File: src/rtl/fetch_mem_unit.sv
// fetch_mem_unit: program counter, unified word-addressed memory, instruction
// register and memory data register of a multi-cycle processor datapath.
// Memory reads are combinational; all registers update on the rising clock edge.
// The registers reset asynchronously on rst low. Memory contents survive reset.
module fetch_mem_unit #(
    parameter logic [31:0] RESET_PC   = 32'h0000_0000,
    parameter int          DEPTH_LOG2 = 6
) (
    input  logic        clk,
    input  logic        rst,
    input  logic        IorD,
    input  logic        PCSrc,
    input  logic        PCWrite,
    input  logic        IRWrite,
    input  logic        MemWrite,
    input  logic [31:0] alu_result,
    input  logic [31:0] alu_out,
    input  logic [31:0] write_data,
    output logic [31:0] pc,
    output logic [31:0] instr,
    output logic [31:0] mem_data,
    output logic [5:0]  opcode,
    output logic [4:0]  rs,
    output logic [4:0]  rt,
    output logic [4:0]  rd,
    output logic [4:0]  shamt,
    output logic [5:0]  func,
    output logic [15:0] imm16,
    output logic        access_err,
    output logic [15:0] fetch_count
);

    localparam int DEPTH = 1 << DEPTH_LOG2;

    // Unified instruction/data storage, one 32-bit word per entry
    logic [31:0] mem [0:DEPTH-1];

    logic [31:0]           addr;
    logic                  addr_legal;
    logic [DEPTH_LOG2-1:0] word_idx;
    logic [31:0]           rd_word;
    logic                  mem_we;

    logic [31:0] pc_q,     pc_d;
    logic [31:0] instr_q,  instr_d;
    logic [31:0] mdr_q,    mdr_d;
    logic        err_q,    err_d;
    logic [15:0] fcount_q, fcount_d;

    // Address selection, legality check and combinational memory read.
    // A legal address is word aligned and falls inside the memory depth.
    always_comb begin
        addr       = IorD ? alu_out : pc_q;
        addr_legal = (addr[1:0] == 2'b00) &&
                     ((addr >> (DEPTH_LOG2 + 2)) == 32'd0);
        word_idx   = addr[DEPTH_LOG2+1:2];
        rd_word    = addr_legal ? mem[word_idx] : 32'h0000_0000;
        mem_we     = MemWrite && addr_legal;
    end

    // Next-state logic for the PC, IR, MDR, error flag and fetch counter
    always_comb begin
        pc_d     = pc_q;
        instr_d  = instr_q;
        mdr_d    = rd_word;
        err_d    = err_q;
        fcount_d = fcount_q;
        if (PCWrite) begin
            // Loaded unmodified; a misaligned target is caught on the next access
            pc_d = PCSrc ? alu_out : alu_result;
        end
        if (IRWrite) begin
            instr_d = rd_word;
            if (fcount_q != 16'hFFFF) begin
                fcount_d = fcount_q + 16'd1;
            end
        end
        if ((IRWrite || MemWrite) && !addr_legal) begin
            err_d = 1'b1;
        end
    end

    // Register update with asynchronous active-low reset
    always_ff @(posedge clk or negedge rst) begin
        if (!rst) begin
            pc_q     <= RESET_PC;
            instr_q  <= 32'h0000_0000;
            mdr_q    <= 32'h0000_0000;
            err_q    <= 1'b0;
            fcount_q <= 16'h0000;
        end else begin
            pc_q     <= pc_d;
            instr_q  <= instr_d;
            mdr_q    <= mdr_d;
            err_q    <= err_d;
            fcount_q <= fcount_d;
        end
    end

    // Memory write; gated by rst so a reset asserted mid-cycle cancels the store.
    // Reads in the same cycle see the old word because the read path is
    // sampled by IR/MDR at the same edge that commits the write.
    always_ff @(posedge clk) begin
        if (rst && mem_we) begin
            mem[word_idx] <= write_data;
        end
    end

    // Outputs and instruction field slices
    always_comb begin
        pc          = pc_q;
        instr       = instr_q;
        mem_data    = mdr_q;
        access_err  = err_q;
        fetch_count = fcount_q;
        opcode      = instr_q[31:26];
        rs          = instr_q[25:21];
        rt          = instr_q[20:16];
        rd          = instr_q[15:11];
        shamt       = instr_q[10:6];
        func        = instr_q[5:0];
        imm16       = instr_q[15:0];
    end

endmodule

File: config.mk
export PLATFORM = sky130hd
export DESIGN_NAME = fetch_mem_unit
export DESIGN_NICKNAME = d
export VERILOG_FILES = /design/src/rtl/fetch_mem_unit.sv
export SDC_FILE = /design/constraint.sdc
export NUM_CORES = 2
export LEC_CHECK = 0
export ABC_CLOCK_PERIOD_IN_PS = 3650
export CAP_MARGIN = 0
export CORE_MARGIN = 4
export CORE_UTILIZATION = 30
export DETAILED_ROUTE_END_ITERATION = 16
export PLACE_DENSITY_LB_ADDON = 0.3
export SYNTH_ARGS = -nofsm -noshare
export SYNTH_HDL_FRONTEND = slang
export SYNTH_SLANG_ARGS = --single-unit
File: constraint.sdc
create_clock -name clk -period 3.65 [get_ports clk]
set_input_delay 0.9125 -clock clk [delete_from_list [all_inputs] [get_ports clk]]
set_output_delay 0.9125 -clock clk [all_outputs]
set_load 0.02 [all_outputs]
# Yosys cells after proc, flatten, opt, wreduce, memory -nomap -nowiden
# Memory sizes are Yosys's and may differ from the RTL's.
# Cells that the tools add are included.
dict set report classes {
  n_addsub 1
  n_mul 0
  div_mod_pow 0
  order_cmp 0
  n_eq_ne 1
  shifts 0
  mux 5
  bitwise 0
  n_reduce_logical 9
}
# cell n
set op_table {}
lappend op_table {{32-bit two-way mux} 3}
lappend op_table {{32-bit logical NOT} 1}
lappend op_table {{16-bit by 1-bit adder with 16-bit output, second input constant} 1}
lappend op_table {{16-bit != test, second input constant} 1}
lappend op_table {{1-bit logical AND} 4}
lappend op_table {{2-bit logical NOT} 1}
lappend op_table {{1-bit two-way mux} 2}
lappend op_table {{2-bit AND reduction} 1}
lappend op_table {{1-bit logical NOT} 1}
lappend op_table {{1-bit logical OR} 1}
dict set report word_totals {
  register_bits 113
  latchBits 0
  ram_bits 2048
  romBits 0
  in_bits 103
  out_inout_bits 161
  wordCells 22
  mem_count 1
}
# memory words word_bits read_ports rd_ports_with_merged_regs wr line
set mem_list {}
lappend mem_list {mem 64 32 1 0 1 36} ;# logic [31:0] mem [0:DEPTH-1];

# Longest topological paths before layout
dict set report depth {
  word_depth 7
  ltp_mapped 13
}

# Least setup slack after synthesis
# No wires, ideal clock.
dict set report synth_path {
  path_type {input -> register}
  from {input IorD}
  to {memory mem[10][0] (enable)}
  setup_time_ps 421
  t_arrival_ps 4040
  setup_slack_ps -811
  stages 11
  path_buffers 4
  path_cell_list {buf_6 > buf_6 > nor4_1 > nand4_1 > nor4_1 > o21a_1 > buf_2 > and3_1 > clkbuf_1 > nand2_1 > nor2_1}
}
dict set report synth_via {
  elab_chain_len 7
  elab_cells_between_ends 8
}
# item line
set synth_lines {}
lappend synth_lines {{start, declared} 11} ;# input logic IorD,
lappend synth_lines {{32-bit two-way mux (*)} 53} ;# addr = IorD ? alu_out : pc_q;
lappend synth_lines {{32-bit logical NOT or 2-bit logical NOT (tied branches)} {55, 54}}
lappend synth_lines {{1-bit logical AND} 54} ;# addr_legal = (addr[1:0] == 2'b00) &&
lappend synth_lines {{1-bit logical AND} 58} ;# mem_we = MemWrite && addr_legal;
lappend synth_lines {{1-bit logical AND} 104} ;# if (rst && mem_we) begin
lappend synth_lines {{1-bit two-way mux} 104}
lappend synth_lines {{1-bit two-way mux (not written as such)} 105} ;# mem[word_idx] <= write_data;
lappend synth_lines {{end, declared} 36}
# Mark *: on every way between the ends. The rest lies on a longest branch, timed or not.

# Worst setup path in the final report
dict set report layout_path {
  from {input alu_out[4]}
  to {register instr_q[15], in the netlist instr[15]}
}
dict set report layout_via {
  elab_chain_len 3
}
# item line
set layout_lines {}
lappend layout_lines {{start, declared} 17} ;# input logic [31:0] alu_out,
lappend layout_lines {{32-bit two-way mux} 53}
lappend layout_lines {{memory 64 x 32 bit} -}
lappend layout_lines {{32-bit two-way mux} 57} ;# rd_word = addr_legal ? mem[word_idx] : 32'h0000_0000;
lappend layout_lines {{via mdr_d[15]} 46} ;# logic [31:0] mdr_q, mdr_d;
lappend layout_lines {{end signal, assigned} 93} ;# instr_q <= instr_d;
lappend layout_lines {{end, declared} 45} ;# logic [31:0] instr_q, instr_d;
# The timed path passes the listed nets, and every way through them passes these cells.
# A chain may end at the register's enable or synchronous reset.

==> impl_results.md <==
* Layout cells sized above 1 at 24.5%
* Peak supply drop at 503 uV
* Fillers at 24947
* Routed length on met1 at 132 mm
* CTS clk-pin slew, worst paths at 0.06 ns
* Simple-gate share of the synthesized area at 5.37%
* Multiplexer share of the synthesized area at 2.98%
* CP max stage cell: nor4_1
* Post-Synthesis Cells at 4870
* PwrDens at 529 mW/mm^2
* Metal2 WL at 152 mm
* GP Congestion at 0.907
* Violated checks: setup timing
* Vias in the first global route at 53251
* Leakage at 34.5 nW
* Hpwl dp at 227 mm
* Global-route wire length before repair at 460 mm
* Die width at 530 um
* Final core occ at 38.5%
* CTS tree: yes
* Most frequent cells in the layout: edfxtp_1 (2048), buf_4 (670), o22ai_1 (577)
* Most used DFF post-synth: edfxtp_1
* Number of flops mapped to enable cells by yosys at 2048
* Setup ws final at -0.0468 ns
* Skew final at 0.0690 ns
* Maxcap violations at 0
* Synth cell types at 90
* Largest net degree at the start of global routing at 65
* Crit start category: primary input
* DR top layer: met5
* Sequential cell area fraction in the yosys report at 78.8%
* Largest family of logic cells by synthesized area: compound AO/OA/AOI/OAI gates
* # IOs at 264
* Syn Nets at 4974
* Post-Layout Cell Count at 9643
* Initial antenna violation count at 20
* Unrepaired setup endpoints after global routing: true
* Data arrival, critical path at 4.50 ns
* Effective utilization at floorplan at 30.1%
* Slew Limit Headroom at 8.32%
* Routed vias/inst at 5.79
* Final setup violation count at 4
* Fin nets at 5998
* Die ar. at 0.280 sq mm
* Crit Path Max Fanout at 14
* Yosys warning count at 0
* CP Capture Type: flip-flop
* GR Util All Layers at 23.8%
* Port bufs at 263
* Ys async rst share at 5.23%
* Seq cells post-synth at 2161
* CTS Buf Count at 217
* Drt first pass iters at 6
* Clock buffer depth at 3
* WL met3 at 40.6 mm
* Clock sink count at 2161
* Die H at 530 um
* Cells along the critical path: clkdlybuf4s50_1 -> buf_4 -> buf_4 -> nand4_1 -> and2_4 -> buf_12 -> buf_12 -> o22ai_1 -> nor4_1 -> o221ai_1 -> nor4b_4 -> mux2_2
* WS Path Type: primary input to flip-flop
* Status: complete, but fails checks
* Area Overhead vs Synth at 27.7%
* Most common cell after layout, fill and taps aside: edfxtp_1
* Clock root buffer: clkbuf_16
* Slew Limit Fails at 0
* Worst path max stage delay at 0.54 ns
* # rows at 191
* Clock Latency Late Sink at 0.88 ns
* Number of DRC markers in iteration 0 at 8696
* Period utilisation layout at 101%
* Post-Synth XOR/XNOR Area at 0.161%
* ANT nets after route at 0
* Fmax achieved at 271 MHz
* Min-Delay Path Class: primary input to asynchronous set/reset pin
* H-tree depth at 4
* Min cycle time layout at 3.70 ns
* Post-route DRC violation count at 0
* Core Area at 0.271 sq mm
* Post-Synth Adder-Cell Area at 0.0153%
* Final hold violations at 0
* Final WL at 343 mm
* Mean post-synth cell area at 16.8 sq um
* Total power at 55.1 mW
* Grt total ovfl at 0
* Placed cell count at 9241
* DR vias at 55879
* Data required time at the worst endpoint at 4.46 ns
* Hold Buf Count CTS at 0
* Synth Cell Area at 0.0816 sq mm
* Post-synthesis compound-gate area fraction at 10.2%
* Drt wl/cell at 35.5 um
* Slew @ Worst Pin at 1.38 ns
[Yosys cell counts, types with 26 or more instances]
library cell | count | area [sq um]
o21ai_0 | 52 | 260
o41ai_1 | 65 | 569
nor3_1 | 75 | 375
o22ai_1 | 577 | 3610
nand2_1 | 391 | 1470
o221ai_1 | 80 | 701
nor4_1 | 46 | 288
a221oi_1 | 26 | 228
nand3_1 | 69 | 345
a31oi_1 | 28 | 175
buf_2 | 161 | 806
buf_4 | 91 | 683
edfxtp_1 | 2048 | 61500
and3_1 | 59 | 369
a21oi_1 | 84 | 420
mux2_2 | 68 | 766
a32o_1 | 40 | 400
dfrtp_1 | 113 | 2830
clkbuf_1 | 91 | 342
mux2i_1 | 124 | 1240
nor2_1 | 178 | 668
[per-stage QoR]
stage / area [sq um] / setup TNS (ns) / hold WS, ns / setup slack [ns]
after global placement: 97100 / -1158.17 / 0.468 / -1.74
after floorplan: 82100 / -45.97 / 0.592 / -0.0564
final: 104000 / -0.110 / 0.228 / -0.0468
after CTS: 104000 / 0 / 0.196 / 0.00809
after global routing: 104000 / -0.0130 / 0.210 / -0.00899
after detailed placement: 97100 / -960.29 / 0.472 / -1.71
[flip-flops by register name, summed over array words and instances (netlist names)]
signal and count:
mem_data 32, access_err 1, fetch_count 16, pc 32, instr 32, mem 2048
[cell families after synthesis]
kind of cell    count (synthesis)
xor+xnor                       15
fa+ha+maj                       1
compound gates               1169
flops                        2161
simple gates                  927
buf+inv                       385
mux                           212
[per-layer routing]
layer,up-vias,GRT usage [%]
met5,-,0
met3,758,5.71
li1,21960,-
met2,4141,36.2
met4,6,10.7
met1,29014,32.2
[layout make-up]
class                           instances  area [sq um]  area share (%)
Timing Repair Buffer                 1174         12300            11.8
Tap cell                             3570          4470            4.29
Clock inverter                         96           952           0.914
Antenna cell                            5          12.5          0.0120
Clock buffer                          297          5870            5.63
Inverter                               16          60.1          0.0576
Sequential cell                      2161         64300            61.7
Multi-Input combinational cell       2324         16200            15.5
[worst paths after layout]
kind / startpoint / endpoint / slack, ns / cells after the start
hold reg to reg: access_err / access_err / 0.48 / 1
setup reg to reg: pc[2] / instr[15] / -0.02 / 10
hold / removal: rst / pc[3] / 0.23 / 2
min in group clk: access_err / access_err / 0.48 / 1
max in group asynchronous: rst / instr[27] / 1.89 / 3
setup / recovery: alu_out[4] / instr[15] / -0.05 / 12
[power breakdown]
group          switching [mW]  internal [mW]  total, mW
registers               0.102           27.2       27.3
logic                    3.85           2.17       6.02
clock network            9.77           12.0       21.8
[worst max-delay path: cells and delay by family]
kind                   cells  cell delay, ns
AO/OA/AOI/OAI              2            0.50
AND/OR/NAND/NOR            4            1.60
multiplexers               1            0.22
buffers and inverters      5            1.23
[timing repair]
| action | 4_1_cts | 5_1_grt |
|---|---|---|
| setup endpoints to repair | 14 | 14 |
| gates cloned | 0 | 0 |
| resized for setup | 15 | 16 |
| buffers inserted | 1 | 3 |
| pin swaps | 2 | 5 |
Power figures use the tool's default switching activity.
